### src/rtl/dm_lsu.sv
// Load/store unit between MEM and data memory: posted in-order store buffer, load forwarding.
// Optional build macro LSU_FWD_EN: forward buffered store data to loads instead of stalling them.
module dm_lsu #(
    parameter int SB_DEPTH  = 2,
    parameter int MEM_WORDS = 11
) (
    input  logic        clk,
    input  logic        reset,
    input  logic        req_valid,
    input  logic        req_we,
    input  logic [7:0]  req_addr,
    input  logic [15:0] req_wdata,
    input  logic [2:0]  req_rd,
    output logic        req_ready,
    output logic [7:0]  dm_addr,
    output logic [15:0] dm_din,
    output logic        dm_we,
    input  logic [15:0] dm_dout,
    output logic        wb_valid,
    output logic [15:0] wb_data,
    output logic [2:0]  wb_rd,
    output logic        err
);
    localparam int PW = (SB_DEPTH > 1) ? $clog2(SB_DEPTH) : 1;
    localparam int CW = $clog2(SB_DEPTH + 1);

    logic [7:0]          sb_addr [SB_DEPTH];
    logic [15:0]         sb_data [SB_DEPTH];
    logic [SB_DEPTH-1:0] sb_vld;
    logic [PW-1:0]       head, tail;
    logic [CW-1:0]       count;

    logic        in_range, full, hit, fire, load_fire, push, drain;
    logic [15:0] fwd_data, load_data;
    logic [PW-1:0] ptr;

    assign in_range = ({1'b0, req_addr} < 9'(MEM_WORDS));
    assign full     = (count == CW'(SB_DEPTH));

    // Walk from the oldest entry so the youngest match wins.
    always_comb begin
        hit      = 1'b0;
        fwd_data = '0;
        ptr      = head;
        for (int i = 0; i < SB_DEPTH; i++) begin
            if (sb_vld[ptr] && sb_addr[ptr] == req_addr) begin
                hit      = 1'b1;
                fwd_data = sb_data[ptr];
            end
            ptr = (ptr == PW'(SB_DEPTH - 1)) ? '0 : ptr + 1'b1;
        end
    end

`ifdef LSU_FWD_EN
    assign req_ready = req_we ? !full : 1'b1;
    assign load_data = !in_range ? 16'h0 : (hit ? fwd_data : dm_dout);
`else
    assign req_ready = req_we ? !full : !hit;
    assign load_data = in_range ? dm_dout : 16'h0;
`endif

    assign fire      = req_valid && req_ready;
    assign load_fire = fire && !req_we;
    assign push      = fire && req_we && in_range;
    assign drain     = !fire && (count != '0) && !reset;

    always_comb begin
        dm_we   = 1'b0;
        dm_addr = '0;
        dm_din  = '0;
        if (load_fire && in_range) begin
            dm_addr = req_addr;
        end else if (drain) begin
            dm_we   = 1'b1;
            dm_addr = sb_addr[head];
            dm_din  = sb_data[head];
        end
    end

    always_ff @(posedge clk) begin
        if (reset) begin
            head     <= '0;
            tail     <= '0;
            count    <= '0;
            sb_vld   <= '0;
            wb_valid <= 1'b0;
            wb_data  <= '0;
            wb_rd    <= '0;
            err      <= 1'b0;
        end else begin
            wb_valid <= load_fire;
            err      <= fire && !in_range;
            if (load_fire) begin
                wb_data <= load_data;
                wb_rd   <= req_rd;
            end
            if (push) begin
                sb_addr[tail] <= req_addr;
                sb_data[tail] <= req_wdata;
                sb_vld[tail]  <= 1'b1;
                tail          <= (tail == PW'(SB_DEPTH - 1)) ? '0 : tail + 1'b1;
                count         <= count + 1'b1;
            end else if (drain) begin
                sb_vld[head]  <= 1'b0;
                head          <= (head == PW'(SB_DEPTH - 1)) ? '0 : head + 1'b1;
                count         <= count - 1'b1;
            end
        end
    end
endmodule

### config.mk
export PLATFORM = sky130hd
export DESIGN_NAME = dm_lsu
export DESIGN_NICKNAME = d
export VERILOG_FILES = /design/src/rtl/dm_lsu.sv
export SDC_FILE = /design/constraint.sdc
export NUM_CORES = 1
export LEC_CHECK = 0
export ABC_AREA = 1
export BUFFER_PORTS_ARGS = -buffer_cell sky130_fd_sc_hd__buf_2
export CAP_MARGIN = 20
export CORE_MARGIN = 2
export CORE_UTILIZATION = 50
export CTS_CLUSTER_DIAMETER = 100
export DETAILED_ROUTE_END_ITERATION = 10
export GPL_TIMING_DRIVEN = 0
export MAX_ROUTING_LAYER = met4
export PLACE_DENSITY = 0.76
export SYNTH_ARGS = -nofsm -noshare
export SYNTH_HDL_FRONTEND = slang
export SYNTH_SLANG_ARGS = --single-unit
### constraint.sdc
create_clock -name clk -period 5.7 [get_ports clk]
set_clock_uncertainty 0.15 [all_clocks]
set_input_delay 0.57 -clock clk [delete_from_list [all_inputs] [get_ports clk]]
set_output_delay 0.57 -clock clk [all_outputs]
set_load 0.1 [all_outputs]
# Yosys cells after proc, flatten, opt, wreduce, memory -nomap -nowiden
# Memories as Yosys holds them, arrays and structs flattened. A register that Yosys moved wholly into a read port is not among the register bits.
# Cells that the tools add are included.
[totals]
reg_bits = 27
latch_bits = 0
ram_bits = 48
rom_bits = 0
elab_cells = 79
mem_count = 2
[memory_table]
columns = ["name", "words", "width", "rd", "rd_ports_with_merged_regs", "write_ports", "line_no", "source"]
rows = [
  ["sb_data", 2, 16, 1, 1, 1, "28", "logic [15:0] sb_data [SB_DEPTH];"],
  ["sb_addr", 2, 8, 2, 1, 1, "27", "logic [7:0] sb_addr [SB_DEPTH];"],
]
[classes]
add_sub_neg = 4
n_mul = 0
n_div = 0
n_lt_le_gt_ge = 6
eq_ne = 3
n_shift = 0
muxes = 31
bitwise = 4
n_reduce_logical = 21
[ops]
columns = ["op", "count"]
rows = [
  ["2-to-1 mux 16 bit", 3],
  ["2-to-1 mux 1 bit", 20],
  ["== test 8 bit", 2],
  ["2-to-1 mux 8 bit", 2],
  ["logical AND 1 bit", 12],
  ["< comparator 8 x 4 -> 1 bit, second input constant", 1],
  ["2-to-1 mux 2 bit", 4],
  ["zero test 1 bit", 6],
  ["< comparator 1 x 2 -> 1 bit, second input constant", 3],
  ["nonzero test 2 bit", 2],
  ["adder 1 bit, second input constant", 2],
  ["adder 2 x 1 -> 2 bit, second input constant", 1],
  ["AND 2 bit", 1],
  ["demux 1 bit (select 1 bit)", 2],
  ["== test 2 bit, second input constant", 1],
  [">= comparator 1 bit, second input constant", 2],
  ["inverter 2 bit", 1],
  ["OR 2 bit", 1],
  ["AND reduction 2 bit", 1],
  ["subtractor 2 x 1 -> 2 bit, second input constant", 1],
  ["inverter 1 bit", 1],
]

# Logic depth before layout (Yosys ltp)
[depth]
ltp_word = 15
mapped_depth = 17
ltp_nobuf = 15

# Worst setup path after synthesis
# OpenSTA, ideal clock, no wires.
[synth_timing]
kind = "reg-to-output"
start = "register with a tool-made name"
end = "output port dm_addr[2]"
arrival_time_ps = 3425
required_ps = 4980
slack_ps = 1555
stages_incl_launch_ff = 16
n_path_buf = 2
path_cell_list = "dfxtp_1 -> buf_4 -> buf_4 -> nand2_1 -> nand3_1 -> nand2_1 -> inv_1 -> nand2_1 -> nor2_1 -> nand3_1 -> nand2_2 -> a21boi_2 -> nand3_1 -> nor2_1 -> nand2_1 -> o21ai_1"
[synth_lines]
columns = ["item", "line_no", "source"]
rows = [
  ["to (decl)", "15", "output logic [7:0] dm_addr,"],
]

# Final worst setup path
[layout_timing]
start = "register head"
end = "output port dm_addr[2]"
[layout_via]
elab_chain_cells = 14
word_cells_on_any_way = 22
[layout_lines]
columns = ["item", "line_no", "source"]
rows = [
  ["from (decl)", "30", "logic [PW-1:0] head, tail;"],
  ["from (signal assigned)", "105", "head <= (head == PW'(SB_DEPTH - 1)) ? '0 : head + 1'b1;"],
  ["adder 1 bit", "50", "ptr = (ptr == PW'(SB_DEPTH - 1)) ? '0 : ptr + 1'b1;"],
  ["2-to-1 mux 1 bit", "50", ""],
  ["memory read (2 x 8 bit) / 2-to-1 mux 1 bit (equally long branches)", "n/a", ""],
  ["== test 8 bit / 2-to-1 mux 1 bit (equally long branches)", "46", "if (sb_vld[ptr] && sb_addr[ptr] == req_addr) begin"],
  ["logical AND 1 bit", "46", ""],
  ["2-to-1 mux 1 bit (*)", "46", ""],
  ["zero test 1 bit (*)", "58", "assign req_ready = req_we ? !full : !hit;"],
  ["2-to-1 mux 1 bit (*)", "58", ""],
  ["logical AND 1 bit (*)", "62", "assign fire = req_valid && req_ready;"],
  ["zero test 1 bit", "65", "assign drain = !fire && (count != '0) && !reset;"],
  ["logical AND 1 bit (2 in a row)", "65", ""],
  ["2-to-1 mux 8 bit", "73", "end else if (drain) begin"],
  ["2-to-1 mux 8 bit (*)", "71", "if (load_fire && in_range) begin"],
]
# Every way passes the cells marked *; elsewhere a longest branch is shown, timed or not. The select of a mux whose other input is x is not followed.

==> flow_summary.yaml <==
run_status:
  status: "finished clean"
critical_path:
  worstPathCellList: "inv_2, buf_6, nand2_1, nand2_1, xor2_1, nor2_1, nand3_2, nand2_2, a21boi_2, nand3_1, nor2_1, nand2_1, o21ai_1, buf_2"
  arrival_ns: 2.85
  crit_fanout: 10
  crit_buf_inv: 3
  cpMaxStageDelayCell: "dfxtp_1"
  cp.required_ns: 4.98
  cp_common_cell: "nand2_1"
  worstSetupEndpointType: "primary output"
  worst-setup-path-type: "reg -> out"
  startpoint_type: "register"
  cpPeakStageDelay_ns: 0.48
  cp_top_family: "simple AND/OR/NAND/NOR gates"
placed_design:
  place_ws_ns: 2.35
  port_buffers: 93
  post-dp-hpwl_um: 5890
  place_area_um2: 4300
  dp.cells: 595
  gp_congestion: 0.872
synth:
  synthXorXnorAreaFrac_pct: 0.959
  synth-simple-area-share_pct: 27.0
  post_synth_mux_area_share_pct: 0
  netlist_area_um2: 3650
  synth_warnings: 0
  yosysSeqAreaShare_pct: 54.8
  avgSynthCellArea_um2: 9.13
  synth-seq-cells: 76
  synth_compound_area_share_pct: 10.1
  netlist_instances: 400
  synth_top_family_by_area: "simple AND/OR/NAND/NOR gates"
  synth_adder_area_share_pct: 0
  synth_fp_nets: 447
  yosysUniqueCellTypes: 28
power:
  p_int_uw: 827
  switching_share_pct: 26.3
  power.switching_uw: 296
  ir_drop_mv: 0.182
  power_density_nw_per_um2: 250
  leakagePower_nw: 1.98
  p_seq_share_pct: 52.6
  combPwrFrac_pct: 11.2
  clockPowerShare_pct: 36.2
sta:
  fin_crit_ns: 3.57
  postLayoutSetupSlackWorst_ns: 2.13
  slew_viol_final: 0
  fin_tns_setup_ns: 0
  fin_crit_sh_pct: 62.7
  setup_viol: 0
  fmax_ghz: 0.280
  rsz0062_at_grt: "no"
  worst_slew_pin_slew_ns: 0.797
  hold_viol: 0
  relSlewSlack_pct: 46.6
floorplan:
  coreArea_um2: 7180
  die_h_um: 89.5
  start_util_pct: 50.9
  die_area_um2: 8000
  io_pins: 94
  die_width_um: 89.5
  rows: 31
cells_and_area:
  design_area_um2: 4500
  layout-drive-gt1-share_pct: 34.2
  fin_cells: 611
  nets: 554
  n_antenna_cell: 0
  area_delta_synth_final_pct: 23.1
routing:
  detail-route-antenna-nets: 0
  post_drt_via_cell_ratio: 4.90
  vias: 2993
  avgRoutedWirePerCell_um: 13.0
  drc: 0
  wirelength_um: 7930
  first_pass_iters: 6
  drt_iter0_drc: 165
clock_tree:
  cts.clk_slew.worst_paths_ns: 0.09
  htreeDepth: 3
  cts_made_buffers: 9
  clock_latency_ns: 0.35
  post_cts_resize_count: 0
  cts_tree: "done"
  cts_max_path_buffers: 2
  cts-root-buf: "clkbuf_8"
  hold_buffers: 0
  post_cts_buffers: 0
  cts_num_sinks: 76
global_routing:
  grt_overflow: 0
  grt_max_degree: 17
  grt_pass1_wl_um: 12600
  track_usage_pct: 21.5
  grt_pass1_vias: 2762
  antenna_found_initial: 0
run:
  cap_viol_max_count: 0
hold_path:
  hp-class: "in -> reg"
## state kept, by name, summed over array words and instances (netlist names), named ones only
name,flops
head,1
count,2
sb_vld,2
sb_data,32
wb_data,16
tail,1
sb_addr,16
err,1
wb_rd,3
wb_valid,1
## cells in the mapped netlist (all sizes together)
master    n  area, um^2
nand2   146         568
edfxtp   48        1440
nand3    47         303
a21oi    39         297
inv      34         130
dfxtp    28         561
nor2     23         105
buf      11         109
o21ai    11        55.1
clkbuf    5        18.8
xor2      4        35.0
a21boi    1        11.3
nor3      1        5.00
o211ai    1        7.51
or2       1        6.26
## logic make-up (layout without fill, tap and decap cells)
group	count (synthesis)	count (layout)
AOI/OAI and AO/OA	52	52
xor gates and xnor gates	4	4
buffers and inverters	50	162
DFF	76	76
and+or+nand+nor	218	218
## final timing paths
kind	startpoint	cells past startpoint	end	slack, ns
hold reg to reg	wb_data[6]$_SDFFE_PP0P_	2	wb_data[6]$_SDFFE_PP0P_	0.31
setup / recovery	head$_SDFFE_PP0P_	14	dm_addr[2]	2.13
hold / removal	req_wdata[14]	1	sb_data[1][14]$_DFFE_PP_	0.24
setup reg to reg	head$_SDFFE_PP0P_	12	sb_data[0][0]$_DFFE_PP_	2.94
## layout make-up
cell class	instances	area, um^2
inverter	34	130
fill	627	2680
multi-input combinational	274	1400
tap	99	124
clock inverter	7	73.8
sequential	76	2000
timing repair buffer	96	515
clock buffer	9	124
buffer	16	128
## placed cells by master (no fill, tap or decap), drive strengths merged
cell type	synthesis	routed
nor2	23	23
bufinv	0	1
o21ai	11	11
o211ai	1	1
a21boi	1	1
nand2	146	146
nand3	47	47
clkinv	0	3
buf	11	107
dfxtp	28	28
nor3	1	1
edfxtp	48	48
inv	34	36
xor2	4	4
or2	1	1
clkbuf	5	14
a21oi	39	39
clkinvlp	0	1
## through the flow
step                hold slack, ns  utilization [%]  total power [mW]
CTS                          0.241             62.7              1.13
floorplan                    0.297                -             0.688
global route                 0.241             62.7              1.16
detailed placement           0.301             59.9             0.728
finish                       0.245             62.7              1.12
global placement             0.299             59.1             0.725
## power groups by stage
stage	Combinational, mW	Clock [mW]	Sequential (mW)
floorplan	0.0664	0	0.622
global placement	0.123	0	0.602
detailed placement	0.126	0	0.603
CTS	0.126	0.411	0.590
global route	0.137	0.434	0.590
finish	0.126	0.406	0.590
## layer usage
metal / share of wire (%) / track usage (%) / up-vias / wire length, um
met3: 6.5 / 4.99 / 13 / 513
li1: - / - / 1529 / -
met5: 0 / - / - / 0
met1: 44 / 27.4 / 1356 / 3520
met2: 47 / 33.8 / 95 / 3760
met4: 1.7 / 7.73 / 0 / 132
Power figures use the tool's default switching activity.
